[config.mk]
export PLATFORM = sky130hd
export DESIGN_NAME = divisor_secuencial
export DESIGN_NICKNAME = d
export VERILOG_FILES = /design/src/rtl/divisor_secuencial.sv
export SDC_FILE = /design/constraint.sdc
export NUM_CORES = 1
export LEC_CHECK = 0
export ABC_AREA = 1
export CAP_MARGIN = 20
export CORE_MARGIN = 1.5
export CORE_UTILIZATION = 40
export DETAILED_ROUTE_END_ITERATION = 7
export DONT_BUFFER_PORTS = 1
export GPL_ROUTABILITY_DRIVEN = 0
export PLACE_DENSITY = 0.53
export RECOVER_POWER = 100
export SLEW_MARGIN = 40
export SYNTH_ARGS = -nofsm -noshare
export SYNTH_HDL_FRONTEND = slang
export SYNTH_SLANG_ARGS = --single-unit
[constraint.sdc]
create_clock -name reloj -period 2.75 [get_ports reloj]
set_clock_uncertainty 0.1 [all_clocks]
set_input_delay 0.275 -clock reloj [delete_from_list [all_inputs] [get_ports reloj]]
set_output_delay 0.275 -clock reloj [all_outputs]
set_load 0.01 [all_outputs]
[src/rtl/divisor_secuencial.sv]
// -----------------------------------------------------------------------------
// divisor_secuencial
// Sequential restoring divider, one quotient bit per clock, with a one-hot
// controller (INICIO -> VERIF -> ITERA x ANCHO -> AJUSTE -> FIN).
//
// Parameters
//   ANCHO      operand/result width (4..32)
//   CON_SIGNO  0 = unsigned, 1 = two's-complement signed (truncating)
// Ports
//   reloj        clock, rising edge
//   reset        synchronous, active-high
//   go           level start request in INICIO / hold request in FIN
//   dividendo    dividend, sampled on the start edge
//   divisor      divisor, sampled on the start edge
//   cociente     registered quotient
//   residuo      registered remainder
//   listo        high in INICIO
//   hecho        high in FIN
//   div_cero     result came from a zero divisor
//   desborde     signed overflow (most negative / -1)
//   Est          one-hot state vector
//   EstPresente  binary code of Est, observation only
// -----------------------------------------------------------------------------
module divisor_secuencial #(
    parameter int ANCHO     = 16,
    parameter bit CON_SIGNO = 1'b0
) (
    input  logic             reloj,
    input  logic             reset,
    input  logic             go,
    input  logic [ANCHO-1:0] dividendo,
    input  logic [ANCHO-1:0] divisor,
    output logic [ANCHO-1:0] cociente,
    output logic [ANCHO-1:0] residuo,
    output logic             listo,
    output logic             hecho,
    output logic             div_cero,
    output logic             desborde,
    output logic [4:0]       Est,
    output logic [2:0]       EstPresente
);

    // State codes double as bit positions in the one-hot vector.
    typedef enum logic [2:0] {
        INICIO = 3'd0,
        VERIF  = 3'd1,
        ITERA  = 3'd2,
        AJUSTE = 3'd3,
        FIN    = 3'd4
    } estado_t;

    localparam int CW = $clog2(ANCHO + 1);

    logic [4:0]       est_q, est_d;
    logic             one_hot;
    logic [CW-1:0]    cnt_q;
    logic [ANCHO-1:0] ddo_q;          // raw dividend, for the divide-by-zero result
    logic [ANCHO-1:0] quo_q;          // dividend magnitude shifting out, quotient shifting in
    logic [ANCHO-1:0] dsr_q;          // divisor magnitude
    logic [ANCHO-1:0] rem_q;          // partial remainder (always < divisor)
    logic             sgn_dd_q, sgn_ds_q;
    logic [ANCHO-1:0] coc_q, res_q;
    logic             div_cero_q, desborde_q;

    logic             s_dd, s_ds;
    logic [ANCHO-1:0] mag_dd, mag_ds;
    logic [ANCHO:0]   desp, resta;
    logic             en_inicio, en_verif, en_itera, en_ajuste, en_fin;

    assign one_hot   = (est_q != 5'd0) && ((est_q & (est_q - 5'd1)) == 5'd0);
    assign en_inicio = one_hot & est_q[INICIO];
    assign en_verif  = one_hot & est_q[VERIF];
    assign en_itera  = one_hot & est_q[ITERA];
    assign en_ajuste = one_hot & est_q[AJUSTE];
    assign en_fin    = one_hot & est_q[FIN];

    // ---------------- controller ----------------
    always_ff @(posedge reloj) begin
        if (reset) est_q <= 5'b00001;
        else       est_q <= est_d;
    end

    always_comb begin
        est_d = 5'd0;
        if (en_inicio) begin
            if (go) est_d[VERIF]  = 1'b1;
            else    est_d[INICIO] = 1'b1;
        end else if (en_verif) begin
            if (dsr_q == '0) est_d[FIN]   = 1'b1;
            else             est_d[ITERA] = 1'b1;
        end else if (en_itera) begin
            if (cnt_q == CW'(1)) est_d[AJUSTE] = 1'b1;
            else                 est_d[ITERA]  = 1'b1;
        end else if (en_ajuste) begin
            est_d[FIN] = 1'b1;
        end else if (en_fin) begin
            if (go) est_d[FIN]    = 1'b1;
            else    est_d[INICIO] = 1'b1;
        end else begin
            // Not one-hot: recover to INICIO.
            est_d[INICIO] = 1'b1;
        end
    end

    // ---------------- datapath ----------------
    assign s_dd   = CON_SIGNO & dividendo[ANCHO-1];
    assign s_ds   = CON_SIGNO & divisor[ANCHO-1];
    assign mag_dd = s_dd ? ({ANCHO{1'b0}} - dividendo) : dividendo;
    assign mag_ds = s_ds ? ({ANCHO{1'b0}} - divisor)   : divisor;

    // Restoring step: shift in next dividend bit, try subtracting the divisor;
    // the borrow bit decides whether to keep the difference.
    assign desp  = {rem_q, quo_q[ANCHO-1]};
    assign resta = desp - {1'b0, dsr_q};

    always_ff @(posedge reloj) begin
        if (reset) begin
            cnt_q      <= '0;
            ddo_q      <= '0;
            quo_q      <= '0;
            dsr_q      <= '0;
            rem_q      <= '0;
            sgn_dd_q   <= 1'b0;
            sgn_ds_q   <= 1'b0;
            coc_q      <= '0;
            res_q      <= '0;
            div_cero_q <= 1'b0;
            desborde_q <= 1'b0;
        end else begin
            if (en_inicio && go) begin
                ddo_q      <= dividendo;
                quo_q      <= mag_dd;
                dsr_q      <= mag_ds;
                sgn_dd_q   <= s_dd;
                sgn_ds_q   <= s_ds;
                rem_q      <= '0;
                cnt_q      <= CW'(ANCHO);
                div_cero_q <= 1'b0;
                desborde_q <= 1'b0;
            end
            if (en_verif && dsr_q == '0) begin
                coc_q      <= '1;
                res_q      <= ddo_q;
                div_cero_q <= 1'b1;
                desborde_q <= 1'b0;
            end
            if (en_itera) begin
                if (resta[ANCHO]) rem_q <= desp[ANCHO-1:0];
                else              rem_q <= resta[ANCHO-1:0];
                quo_q <= {quo_q[ANCHO-2:0], ~resta[ANCHO]};
                cnt_q <= cnt_q - CW'(1);
            end
            if (en_ajuste) begin
                coc_q <= (sgn_dd_q ^ sgn_ds_q) ? ({ANCHO{1'b0}} - quo_q) : quo_q;
                res_q <= sgn_dd_q ? ({ANCHO{1'b0}} - rem_q) : rem_q;
                // With equal signs a positive result can never reach 2^(ANCHO-1)
                // except for most-negative / -1, so the magnitude MSB flags it.
                desborde_q <= CON_SIGNO & ~(sgn_dd_q ^ sgn_ds_q) & quo_q[ANCHO-1];
            end
        end
    end

    assign cociente    = coc_q;
    assign residuo     = res_q;
    assign div_cero    = div_cero_q;
    assign desborde    = desborde_q;
    assign listo       = est_q[INICIO];
    assign hecho       = est_q[FIN];
    assign Est         = est_q;
    assign EstPresente = {est_q[4], est_q[3] | est_q[2], est_q[3] | est_q[1]};

endmodule

==> impl_metrics.yaml, run 1 <==
final_layout:
  drive_gt1_share_pct: 7.20
  nets: 827
  final_cell_area_um2: 5990
  area_delta_synth_final_pct: 8.33
  final_common_cell: "nand2_1"
  n_antenna_cell: 0
  final_cell_mix: "nand2_1 (205), dfxtp_1 (107), inv_1 (87), nor2_1 (82), a21oi_1 (62)"
worst_setup_path:
  reg2regPathDepth: 11
  cp-start-kind: "register"
  worstPathArrival_ps: 2660
  critPathLaunch: "Est[3]"
  criticalPathCategory: "reg -> reg"
  cp.required_ps: 2890
  endpoint_kind: "register"
  critPathCapture: "quo_q[12]"
  rr_startpoint: "Est[3]"
  regToRegEndpoint: "quo_q[12]"
  regToRegSetupSlack_ps: 230
  crit_path_max_fanout: 28
timing:
  setup_violations: 0
  fin_crit_sh_pct: 91.6
  drv_slew: 0
  final_hold_viol_count: 0
  fmax_ghz: 0.397
  rsz0062_at_grt: "false"
  totalNegativeSetupSlack_ps: 0
  layout_min_cycle_time_ps: 2520
  slew_headroom_pct: 52.6
  worst_pin_slew_ps: 710
clocking:
  cts_resized: 0
  root_buffer: "clkbuf_16"
  htree_levels: 3
  clk_pin_slew_ps: 70
  clock_sinks: 107
  numCtsBuffers: 9
  tritoncts: "yes"
  clk_latency_ps: 350
  cts_buffer_depth: 2
yosys:
  syn_area_um2: 5530
  syn_avg_cell_area_um2: 7.07
  synth-seq-area-share_pct: 38.8
  ys_warn_count: 0
  synthCells: 782
  synth_nets: 836
  synth_top_cell_area_share_pct: 38.8
  synth.area.top_cells: "dfxtp_1 (39%), nand2_1 (14%), inv_1 (5.8%), a21oi_1 (5.6%), nor2_1 (5.4%)"
  yosys.area.top_type: "dfxtp_1"
  synth-seq-cells: 107
  synth.distinct_cells: 37
floorplan:
  fp.dieW_um: 121
  rows: 42
  io_pins: 79
  start_util_pct: 41.4
  fp.coreArea_um2: 13300
  fp.dieH_um: 121
  dieArea_um2: 14500
run:
  cap_violations: 0
global_routing:
  overflow: 0
  grt_pass1_vias: 4764
  grt_max_degree: 50
  grt_pass1_wl_mm: 24.0
  grt_antenna_before_repair: 0
  track_usage_pct: 20.9
detailed_routing:
  detail-route-antenna-nets: 0
  post_drt_wl_per_cell_um: 15.0
  met3_wirelength_um: 612
  drtIter0Drc: 338
  wirelength_mm: 14.3
  routed.top_layer: "met4"
  vias_per_cell: 5.06
  drc_errors: 0
  num_vias: 4823
  wirelength_met1_mm: 6.61
  route.met2.wl_mm: 6.67
  first_pass_iters: 4
place:
  hpwl_mm: 10.4
  portBuffers: 0
  placedInstanceArea_um2: 5590
worst_hold_path:
  hold_path.class: "in -> reg"
power:
  powerDensity_nw_per_um2: 653
  comb_power_share_pct: 21.5
  p_switching_mw: 1.24
  swShare_pct: 31.6
  power_frac_seq_pct: 44.0
  p_leak_nw: 2.50
  irDropWorstVdd_mv: 0.330
  intPower_mw: 2.67
  pwr-share-clk_pct: 34.5
status:
  outcome: "complete, no violations"
state kept, by name, indices dropped and copies added (netlist names):
name	flops
Est	5
dsr_q	16
residuo	16
quo_q	16
ddo_q	16
cociente	16
div_cero	1
cnt_q	5
rem_q	16
power by group through the flow:
stage	Clock (mW)	Sequential, mW	Combinational [mW]
after global routing	1.44	1.74	0.962
after floorplan	0	1.74	0.658
final	1.35	1.72	0.841
after detailed placement	0	1.76	0.825
after CTS	1.38	1.72	0.856
after global placement	0	1.76	0.817
cell usage after synthesis (all sizes together):
master,instances
ha,18
xnor2,7
nor2,87
conb,1
nor3,1
xor2,2
nand2,208
inv,92
fa,1
clkbuf,18
dfxtp,107
a211oi,17
or2,1
a21oi,62
a31oi,16
nor3b,1
o21ai,55
and2,3
nand3b,8
nand3,48
o31ai,1
nand4,7
buf,21
area by class of cell:
cell class / count / area (um^2)
fillers: 1404 / 7360
multi-input cells: 544 / 2790
flip-flops and latches: 107 / 2140
inverters: 92 / 350
clock buffers: 12 / 246
well taps: 176 / 220
repair buffers: 19 / 178
clock inverters: 4 / 57.6
kinds of logic (layout without fill, tap and decap cells):
family | Yosys count | count (layout) | synth area share [%]
AOI/OAI and AO/OA | 151 | 151 | 16.4
DFF | 107 | 107 | 38.8
other | 1 | 1 | 0.0679
adders and majority gates | 19 | 19 | 4.44
and+or+nand+nor | 364 | 364 | 28.5
xor gates and xnor gates | 9 | 9 | 1.43
buffers and inverters | 131 | 127 | 10.4
layer usage:
layer	up-vias	global-route usage, %
li1	2497	-
met1	2202	27.0
met2	97	34.2
met3	27	3.30
met4	0	9.63
met5	-	0
worst min path at each step:
stage | slack, ps | cells after the start | to | from
global placement | 250 | 1 | div_cero | reset
global route | 20 | 2 | ddo_q[7] | dividendo[7]
detailed placement | 250 | 1 | ddo_q[5] | reset
finish | 10 | 2 | ddo_q[5] | dividendo[5]
floorplan | 310 | 2 | dsr_q[0] | divisor[0]
CTS | 3 | 2 | dsr_q[14] | divisor[14]
critical path, stage by stage, from the launching register on:
cell and delay [ps]:
dfxtp_1 360, inv_1 200, nand2_1 190, inv_1 150, nand2_1 60, nand2_1 100
nand3_4 120, nor2_1 530, nor2_2 140, buf_4 280, nand2_1 100, a31oi_1 70
through the flow:
step                total power [mW]  setup WS [ps]  hold WS, ps  std cells  utilization [%]
floorplan                       2.40            601          310        782                -
global route                    4.14           38.5         24.5        954             44.8
CTS                             3.96            400         3.00        954             45.0
detailed placement              2.58            420          254        928             41.9
global placement                2.57            495          250        928             41.9
finish                          3.91            231         11.8        954             44.8
what timing repair did:
action,in CTS,in global routing
setup endpoints to repair,0,0
endpoints found under the hold margin,53,0
buffers inserted,0,0
hold buffers,10,0
Power figures use the tool's default switching activity.
==> run 2, diff against run 1 <==
Settings changed: PLACE_DENSITY 0.53 to unset.
Clock period 2.75 ns to 3.2 ns, I/O delays scaled along.
==> run 2 against run 1 <==
  * Worst hold slack better by 13 ps
  * Register-to-register slack better by 150 ps
  * Via count down 0.50%
  * Sequential power down 14%
  * Count of clock-buffer cells in the layout down 2
  * Cell area down 2.5%
  * First-iteration DRC count up 7.7%
  * Worst setup slack better by 150 ps
  * Combinational power down 17%
  * Critical path type unchanged
  * Largest cell class unchanged
  * Largest power group unchanged
==> impl_metrics.yaml, run 2 (synthesis results as in run 1) <==
global_routing:
  grt_pass1_vias: 4668
  grt_antenna_before_repair: 0
  grt_max_degree: 52
  overflow: 0
  track_usage_pct: 20.0
  grt_pass1_wl_mm: 23.3
worst_setup_path:
  regToRegEndpoint: "rem_q[0]"
  crit_path_max_fanout: 36
  rr_startpoint: "Est[0]"
  cp.required_ps: 3360
  worstPathArrival_ps: 2980
  criticalPathCategory: "reg -> reg"
  cp-start-kind: "register"
  reg2regPathDepth: 9
  endpoint_kind: "register"
  regToRegSetupSlack_ps: 380
power:
  p_switching_mw: 1.05
  intPower_mw: 2.26
  p_leak_nw: 2.44
  swShare_pct: 31.7
  powerDensity_nw_per_um2: 567
  finalPower_mw: 3.31
  irDropWorstVdd_mv: 0.294
  pwr-share-clk_pct: 34.3
  comb_power_share_pct: 21.0
  power_frac_seq_pct: 44.7
place:
  pre_cts_slack_ps: 644
  portBuffers: 0
  hpwl_mm: 10.1
  placedInstanceArea_um2: 5540
final_layout:
  nFillCells: 1419
  nets: 812
  final_util_pct: 43.7
  final_cell_mix: "nand2_1 (205), dfxtp_1 (107), inv_1 (86), nor2_1 (82), a21oi_1 (62)"
  final_cell_area_um2: 5830
  n_antenna_cell: 0
  drive_gt1_share_pct: 6.68
  final_common_cell: "nand2_1"
  area_delta_synth_final_pct: 5.59
floorplan:
  start_util_pct: 41.4
  io_pins: 79
  rows: 42
  fp.dieW_um: 121
  fp.coreArea_um2: 13300
  dieArea_um2: 14500
  fp.dieH_um: 121
run:
  cap_violations: 0
timing:
  fin_crit_sh_pct: 88.0
  final_hold_viol_count: 0
  setup_violations: 0
  totalNegativeSetupSlack_ps: 0
  fin_ws_ps: 384
  layout_min_cycle_time_ps: 2820
  worst_pin_slew_ps: 899
  drv_slew: 0
  slew_headroom_pct: 40.0
  rsz0062_at_grt: "false"
  fmax_ghz: 0.355
clocking:
  cts_hold_buffers: 1
  clk_pin_slew_ps: 70
  tritoncts: "yes"
  cts_setup_buffers: 0
  clock_sinks: 107
  cts_buffer_depth: 2
  clk_latency_ps: 350
  numCtsBuffers: 9
  root_buffer: "clkbuf_16"
  htree_levels: 3
  cts_resized: 0
detailed_routing:
  detail-route-antenna-nets: 0
  wirelength_met1_mm: 6.27
  vias_per_cell: 5.11
  first_pass_iters: 4
  route.met2.wl_mm: 6.52
  post_drt_wl_per_cell_um: 14.7
  met3_wirelength_um: 651
  drtIter0Drc: 364
  routed.top_layer: "met4"
  wirelength_mm: 13.8
  num_vias: 4799
  drc_errors: 0
worst_hold_path:
  worstHoldStart: "divisor[0]"
  min_to: "dsr_q[0]"
  hold_path.class: "in -> reg"
  whs_path_depth: 2
status:
  outcome: "complete, no violations"
## run 2: cell types whose count changed in the layout (fill, tap and decap cells not counted), sizes merged
cell         before  now
clkinv            0    3
dlygate4sd3       9    0
buf              10    3
clkbuf           12   11
clkinvlp          1    0
## run 2: metal layers
layer / GRT usage [%] / vias to the layer above
met4: 8.97 / 0
met3: 3.02 / 21
li1: - / 2468
met1: 25.7 / 2188
met2: 33.0 / 122
met5: 0 / -
## run 2: power by group through the flow
| stage | clock, mW | sequential (mW) | combinational, mW |
|---|---|---|---|
| global placement | 0 | 1.51 | 0.684 |
| detailed placement | 0 | 1.51 | 0.694 |
| floorplan | 0 | 1.49 | 0.566 |
| CTS | 1.17 | 1.48 | 0.710 |
| finish | 1.13 | 1.48 | 0.695 |
| global route | 1.22 | 1.49 | 0.797 |
## run 2: worst max path at each step
stage,startpoint,end,cells past startpoint
6_report,Est[0],rem_q[0],9
5_1_grt,quo_q[15],rem_q[5],15
4_1_cts,quo_q[15],rem_q[12],15
3_5_place_dp,quo_q[15],rem_q[14],15
3_3_place_gp,Est[3],dsr_q[1],8
2_1_floorplan,quo_q[15],rem_q[10],15
## run 2: critical path, cell delays in order (launching register included)
cell and delay, ps:
dfxtp_1 420, nor2_1 260, inv_2 60, o21ai_0 290
nand3_4 170, nor2_1 210, clkbuf_2 640, nand2_1 270
nand3b_1 230, o31ai_1 70
## run 2: per-stage QoR
stage	instances	hold WS, ps
after detailed placement	922	299
after CTS	939	17.6
after floorplan	782	344
final	939	25.2
after global placement	922	296
after global routing	939	24.2
## run 2: cell type report
class                           instances  area (um^2)  share of cell area (%)
Clock buffer                           10          229                    3.92
Multi-Input combinational cell        544         2780                    47.7
Inverter                               92          348                    5.96
Sequential cell                       107         2140                    36.7
Tap cell                              176          220                    3.77
Clock inverter                          6         72.6                    1.24
Timing Repair Buffer                    4         40.0                   0.686
